**src/rtl/mel_bank_serializer.sv**
```systemverilog
// rtl/mel_bank_serializer.sv - mel bank frame to serial word stream; optional MEL_SER_ENERGY_EN appends a frame-energy word
module mel_bank_serializer #(
  parameter int NUM_BANKS = 40,
  parameter int WIDTH     = 16
) (
  input  logic                            clk,
  input  logic                            reset,
  input  logic [NUM_BANKS-1:0][WIDTH-1:0] in,
  input  logic                            s_valid,
  output logic                            s_ready,
  output logic [WIDTH-1:0]                out,
  output logic [5:0]                      m_index,
  output logic                            m_last,
  output logic                            m_valid,
  input  logic                            m_ready
);

`ifdef MEL_SER_ENERGY_EN
  localparam logic [5:0] LAST = 6'(NUM_BANKS);
`else
  localparam logic [5:0] LAST = 6'(NUM_BANKS - 1);
`endif

  typedef enum logic {ST_IDLE, ST_STREAM} state_t;

  state_t                          r_state;
  state_t                          w_next_state;
  logic [5:0]                      r_idx;
  logic [5:0]                      w_next_idx;
  logic                            r_armed;
  logic [NUM_BANKS-1:0][WIDTH-1:0] r_buf;
  logic                            w_capture;
  logic [WIDTH-1:0]                w_word;

  // r_armed keeps s_ready low until one full clock after reset release.
  always_ff @(posedge clk or negedge reset) begin
    if (!reset) begin
      r_state <= ST_IDLE;
      r_idx   <= 6'd0;
      r_armed <= 1'b0;
    end else begin
      r_state <= w_next_state;
      r_idx   <= w_next_idx;
      r_armed <= 1'b1;
    end
  end

  always_comb begin
    w_next_state = r_state;
    w_next_idx   = r_idx;
    s_ready      = 1'b0;
    m_valid      = 1'b0;
    w_capture    = 1'b0;
    case (r_state)
      ST_IDLE: begin
        s_ready   = r_armed;
        w_capture = r_armed && s_valid;
        if (w_capture) begin
          w_next_state = ST_STREAM;
          w_next_idx   = 6'd0;
        end
      end
      ST_STREAM: begin
        m_valid = 1'b1;
        if (m_ready) begin
          if (r_idx == LAST) begin
            w_next_state = ST_IDLE;
            w_next_idx   = 6'd0;
          end else begin
            w_next_idx = r_idx + 6'd1;
          end
        end
      end
      default: begin
        w_next_state = ST_IDLE;
        w_next_idx   = 6'd0;
      end
    endcase
  end

  always_ff @(posedge clk or negedge reset) begin
    if (!reset) begin
      r_buf <= '0;
    end else if (w_capture) begin
      r_buf <= in;
    end
  end

`ifdef MEL_SER_ENERGY_EN
  logic [21:0]      w_sum;
  logic [WIDTH-1:0] r_energy;

  always_comb begin
    w_sum = 22'd0;
    for (int i = 0; i < NUM_BANKS; i++) begin
      w_sum = w_sum + 22'(in[i]);
    end
  end

  // Only the scaled energy (sum/64) is ever emitted, so only that is kept.
  always_ff @(posedge clk or negedge reset) begin
    if (!reset) begin
      r_energy <= '0;
    end else if (w_capture) begin
      r_energy <= WIDTH'(w_sum >> 6);
    end
  end
`endif

  always_comb begin
    w_word = '0;
    for (int i = 0; i < NUM_BANKS; i++) begin
      if (r_idx == 6'(i)) begin
        w_word = r_buf[i];
      end
    end
`ifdef MEL_SER_ENERGY_EN
    if (r_idx == 6'(NUM_BANKS)) begin
      w_word = r_energy;
    end
`endif
  end

  assign out     = w_word;
  assign m_index = r_idx;
  assign m_last  = m_valid && (r_idx == LAST);

endmodule

```
**config.mk**
```make
export PLATFORM = sky130hd
export DESIGN_NAME = mel_bank_serializer
export DESIGN_NICKNAME = d
export VERILOG_FILES = /design/src/rtl/mel_bank_serializer.sv
export SDC_FILE = /design/constraint.sdc
export NUM_CORES = 2
export LEC_CHECK = 0
export BUFFER_PORTS_ARGS = -buffer_cell sky130_fd_sc_hd__buf_2
export CAP_MARGIN = 20
export CORE_MARGIN = 3
export CORE_UTILIZATION = 30
export CTS_CLUSTER_DIAMETER = 30
export DETAILED_ROUTE_END_ITERATION = 16
export PLACE_DENSITY = 0.51
export SLEW_MARGIN = 10
export SYNTH_ARGS = -nofsm -noshare
export SYNTH_HDL_FRONTEND = slang
export SYNTH_SLANG_ARGS = --single-unit
```
**constraint.sdc**
```tcl
create_clock -name clk -period 2.8 [get_ports clk]
set_input_delay 0.28 -clock clk [delete_from_list [all_inputs] [get_ports clk]]
set_output_delay 0.28 -clock clk [all_outputs]
set_load 0.05 [all_outputs]
```
==> impl_metrics.prom <==
# TYPE chip_impl_metric gauge
chip_impl_metric{name="cts_max_level",unit=""} 4
chip_impl_metric{name="post_synthesis_adder_cell_area_fraction",unit="%"} 0.161
chip_impl_metric{name="hold-path-cell-count",unit=""} 4
chip_impl_metric{name="route.antenna.remaining_nets",unit=""} 0
chip_impl_metric{name="synth_edf_count",unit=""} 0
chip_impl_metric{name="fin_hold_ws",unit="ns"} 0.0492
chip_impl_info{name="synth_top_family_by_area",value="simple AND/OR/NAND/NOR gates"} 1
chip_impl_metric{name="total_of_buffers_placed_on_input_and_output_ports",unit=""} 668
chip_impl_metric{name="grt_util_met1",unit="%"} 39.6
chip_impl_metric{name="core_area",unit="um^2"} 102000
chip_impl_metric{name="grt.total_usage",unit="%"} 31.6
chip_impl_metric{name="grt_antenna_before_repair",unit=""} 9
chip_impl_metric{name="setup_ws",unit="ns"} -1.25
chip_impl_metric{name="preCtsSetupSlack",unit="ns"} -0.908
chip_impl_metric{name="clock_period_minus_worst_slack",unit="ns"} 4.05
chip_impl_metric{name="post_synth_mux_area_share",unit="%"} 0.0685
chip_impl_info{name="tritoncts",value="done"} 1
chip_impl_metric{name="critPathMaxFanout",unit=""} 15
chip_impl_info{name="grt_setup_unrepaired",value="true"} 1
chip_impl_metric{name="remaining_drc_errors",unit=""} 0
chip_impl_metric{name="via_total_after_detailed_routing",unit=""} 36791
chip_impl_metric{name="final-instance-count-excl-fill",unit=""} 7249
chip_impl_info{name="most_instantiated_flip_flop_cell_in_the_synthesis_netlist",value="sky130_fd_sc_hd__dfrtp_1"} 1
chip_impl_metric{name="netlist_instances",unit=""} 3841
chip_impl_metric{name="firstDrtPassIters",unit=""} 6
chip_impl_metric{name="met3_usage",unit="%"} 5.77
chip_impl_metric{name="cts-buffers-inserted",unit=""} 159
chip_impl_metric{name="timing_worst_slew_pin_value",unit="ns"} 0.731
chip_impl_info{name="r2r-start",value="m_index[4]"} 1
chip_impl_metric{name="timing.final.hold_violations",unit=""} 0
chip_impl_info{name="worst_setup_path_end_kind",value="primary output"} 1
chip_impl_info{name="grt-busiest-layer",value="met2"} 1
chip_impl_metric{name="postLayoutCoreUtil",unit="%"} 53.9
chip_impl_metric{name="timing.critical_path.arrival",unit="ns"} 3.77
chip_impl_metric{name="cap_violations",unit=""} 0
chip_impl_metric{name="clkTransAtPathRegs",unit="ns"} 0.05
chip_impl_metric{name="r2r_cells",unit=""} 9
chip_impl_metric{name="pin_count_of_the_biggest_net_entering_global_routing",unit=""} 93
chip_impl_info{name="failed_checks",value="negative setup slack"} 1
chip_impl_info{name="setup.worst_path.start_class",value="register"} 1
chip_impl_metric{name="die_h",unit="um"} 328
chip_impl_metric{name="p_per_area",unit="nW/um^2"} 1010
chip_impl_metric{name="routed_wire_length_per_instance",unit="um"} 23.8
chip_impl_metric{name="overflow",unit=""} 0
chip_impl_metric{name="place.detailed.instances",unit=""} 6241
chip_impl_metric{name="synthesis.area_per_instance",unit="um^2"} 8.09
chip_impl_metric{name="synthesis.nets",unit=""} 4489
chip_impl_metric{name="start_util",unit="%"} 30.4
chip_impl_info{name="run_status",value="finished with violations"} 1
chip_impl_info{name="hold-path-endpoint",value="r_buf[105]"} 1
chip_impl_metric{name="top_level_ports",unit=""} 669
chip_impl_metric{name="wl",unit="um"} 173000
chip_impl_metric{name="first_global_vias",unit=""} 38431
chip_impl_metric{name="finish.net_count",unit=""} 6397
chip_impl_metric{name="die_area",unit="um^2"} 107000
chip_impl_info{name="reg_to_reg_endpoint",value="m_index[4]"} 1
chip_impl_metric{name="worst_clock_skew",unit="ns"} 0.0258
chip_impl_metric{name="cts.path.max_buffers",unit=""} 3
chip_impl_metric{name="leakage",unit="uW"} 0.0280
chip_impl_metric{name="post_synth_and_or_nand_nor_area_fraction",unit="%"} 31.4
chip_impl_metric{name="core_rows",unit=""} 117
chip_impl_metric{name="synth.lib_cells_used.distinct",unit=""} 100
chip_impl_metric{name="slew_violations",unit=""} 0
chip_impl_metric{name="post_synth_instance_area",unit="um^2"} 31100
chip_impl_metric{name="detail_route.iter0.violations",unit=""} 3039
chip_impl_metric{name="grt_pass1_wl",unit="um"} 250000
chip_impl_metric{name="timing.final.crit_share",unit="%"} 145
chip_impl_info{name="worstSetupPathType",value="reg2out"} 1
chip_impl_metric{name="asyncSetResetFlopFracSynth",unit="%"} 100
chip_impl_metric{name="fin_setup_tns",unit="ns"} -18.36
chip_impl_metric{name="via_per_inst",unit=""} 5.08
chip_impl_metric{name="post-dp-hpwl",unit="um"} 129000
chip_impl_metric{name="area.growth.synth_to_final",unit="%"} 77.7
chip_impl_metric{name="synthesis.yosys.warnings",unit=""} 0
chip_impl_metric{name="reg2reg_setup_slack",unit="ns"} 0.61
chip_impl_metric{name="peakVddDrop",unit="uV"} 1090
chip_impl_metric{name="clock-sinks",unit=""} 648
chip_impl_metric{name="multi_input_logic_area",unit="um^2"} 15500
chip_impl_metric{name="max_freq",unit="MHz"} 247
chip_impl_metric{name="gp_congestion",unit=""} 0.975
chip_impl_metric{name="die_x",unit="um"} 328
chip_impl_info{name="timing.hold.worst.class",value="in2reg"} 1
chip_impl_metric{name="ys_seq_area_share",unit="%"} 52.2
chip_impl_metric{name="synth_seq_cells",unit=""} 648
chip_impl_metric{name="later_pin_clock_latency_in_the_skew_report",unit="ns"} 0.75
chip_impl_metric{name="area_fraction_in_compound_gates_after_synthesis",unit="%"} 12.6
chip_impl_metric{name="layout-drive-gt1-share",unit="%"} 32.3
chip_impl_metric{name="grt_util_met2",unit="%"} 52.1
chip_impl_metric{name="sequential_cell_area",unit="um^2"} 16200
chip_impl_metric{name="worst_max_slew_margin_expressed_relative_to_the_limit",unit="%"} 51.3
chip_impl_metric{name="post_synth_xor_area_fraction",unit="%"} 0.0282
chip_impl_info{name="root_buffer",value="sky130_fd_sc_hd__clkbuf_16"} 1
chip_impl_metric{name="fillCellCount",unit=""} 9283
chip_impl_info{name="min-delay-start",value="s_valid"} 1
chip_impl_metric{name="critical_path_required",unit="ns"} 2.52
chip_impl_metric{name="setup_viol",unit=""} 16
## registers in the layout, summed over array words and instances (netlist names)
name	flops
r_armed	1
m_index	6
r_state	1
r_buf	640
## worst max-delay path, cell delays in order (launching register included)
cell	delay [ns]
sky130_fd_sc_hd__dfrtp_4	0.50
sky130_fd_sc_hd__buf_4	0.16
sky130_fd_sc_hd__ha_4	0.18
sky130_fd_sc_hd__nor2b_4	0.14
sky130_fd_sc_hd__buf_12	0.16
sky130_fd_sc_hd__buf_6	0.14
sky130_fd_sc_hd__nand2_8	0.07
sky130_fd_sc_hd__nor3_2	0.04
sky130_fd_sc_hd__or3_4	0.44
sky130_fd_sc_hd__nor4_4	0.22
sky130_fd_sc_hd__buf_4	0.17
sky130_fd_sc_hd__o211ai_1	0.17
sky130_fd_sc_hd__buf_4	0.23
sky130_fd_sc_hd__o211ai_1	0.14
sky130_fd_sc_hd__clkbuf_16	0.23
## layout by cell type, fill, tap and decap left out, drive strengths merged, types with 11 or more instances in the layout
cell            n
buf          1333
nand3          61
nor3           66
clkbuf        191
a2111oi        14
a211oi         30
and3           15
or3            12
o2111ai        11
inv            28
bufinv         29
a22oi          33
nor2          131
dfrtp         648
dlygate4sd3   645
a221o          21
o221ai         22
a31oi          17
nand2        2028
clkinv         33
o22ai          61
a221oi         59
o21ai          92
o211ai         33
a21oi          41
nor4           15
clkinvlp       23
## how the worst max path moves through the flow
stage                    start  endpoint
floorplan           m_index[1]    out[4]
global placement    m_index[1]    out[3]
detailed placement  m_index[0]    out[3]
CTS                 m_index[1]   out[14]
global route        m_index[0]   out[14]
finish              m_index[0]    out[4]
## timing repair
item / in CTS / in global routing
buffers inserted: 44 / 31
resized for setup: 271 / 84
gates cloned: 1 / 2
hold buffers: 645 / 0
pin swaps: 68 / 62
hold endpoints to repair: 715 / 0
setup endpoints to repair: 16 / 16
## through the flow
stage | power [uW] | area [um^2]
after floorplan | 23300 | 31500
after global placement | 32700 | 40700
after detailed placement | 32900 | 40700
after CTS | 55300 | 54600
after global routing | 58000 | 55200
final | 55900 | 55200
## synthesized netlist by cell type, types with 17 or more instances
cell                       count  area, um^2
sky130_fd_sc_hd__nand2_1    2024        7600
sky130_fd_sc_hd__dfrtp_1     648       16200
sky130_fd_sc_hd__clkbuf_1    173         649
sky130_fd_sc_hd__nor2_1      123         462
sky130_fd_sc_hd__o21ai_0      86         430
sky130_fd_sc_hd__nor3_1       62         310
sky130_fd_sc_hd__o22ai_1      61         382
sky130_fd_sc_hd__nand3_1      60         300
sky130_fd_sc_hd__a221oi_1     58         508
sky130_fd_sc_hd__a21oi_1      41         205
sky130_fd_sc_hd__buf_2        37         185
sky130_fd_sc_hd__o211ai_1     33         248
sky130_fd_sc_hd__a22oi_1      32         240
sky130_fd_sc_hd__a211oi_1     29         218
sky130_fd_sc_hd__o221ai_1     22         193
sky130_fd_sc_hd__a221o_1      21         210
sky130_fd_sc_hd__a31oi_1      17         106
## cell families after synthesis
family,Yosys count
and+or+nand+nor,2409
DFF,648
AOI/OAI and AO/OA,529
buffers and inverters,247
adders and majority gates,4
muxes,2
other,1
xor gates and xnor gates,1
## routing by layer
layer | wire length (um) | vias to the layer above
li1 | - | 16690
met1 | 70400 | 18009
met3 | 11400 | 435
met5 | 0 | -
met2 | 81900 | 1657
met4 | 9170 | 0
## where the power goes
| group | total, uW | leakage, uW | internal [uW] | switching, uW |
|---|---|---|---|---|
| clock | 19800 | 0.00276 | 13600 | 6200 |
| sequential | 17200 | 0.00821 | 13300 | 3970 |
| combinational | 18900 | 0.0170 | 8640 | 10200 |
| total | 55900 | 0.0280 | 35500 | 20400 |
## area by class of cell
type,count,share of cell area [%]
Sequential cell,648,29.4
Timing Repair Buffer,1980,28.8
Multi-Input combinational cell,2946,28.1
Clock buffer,189,7.73
Tap cell,1368,3.10
Clock inverter,99,2.73
Inverter,14,0.104
Antenna cell,5,0.0227
No activity file was read; power rests on OpenSTA's default activity.
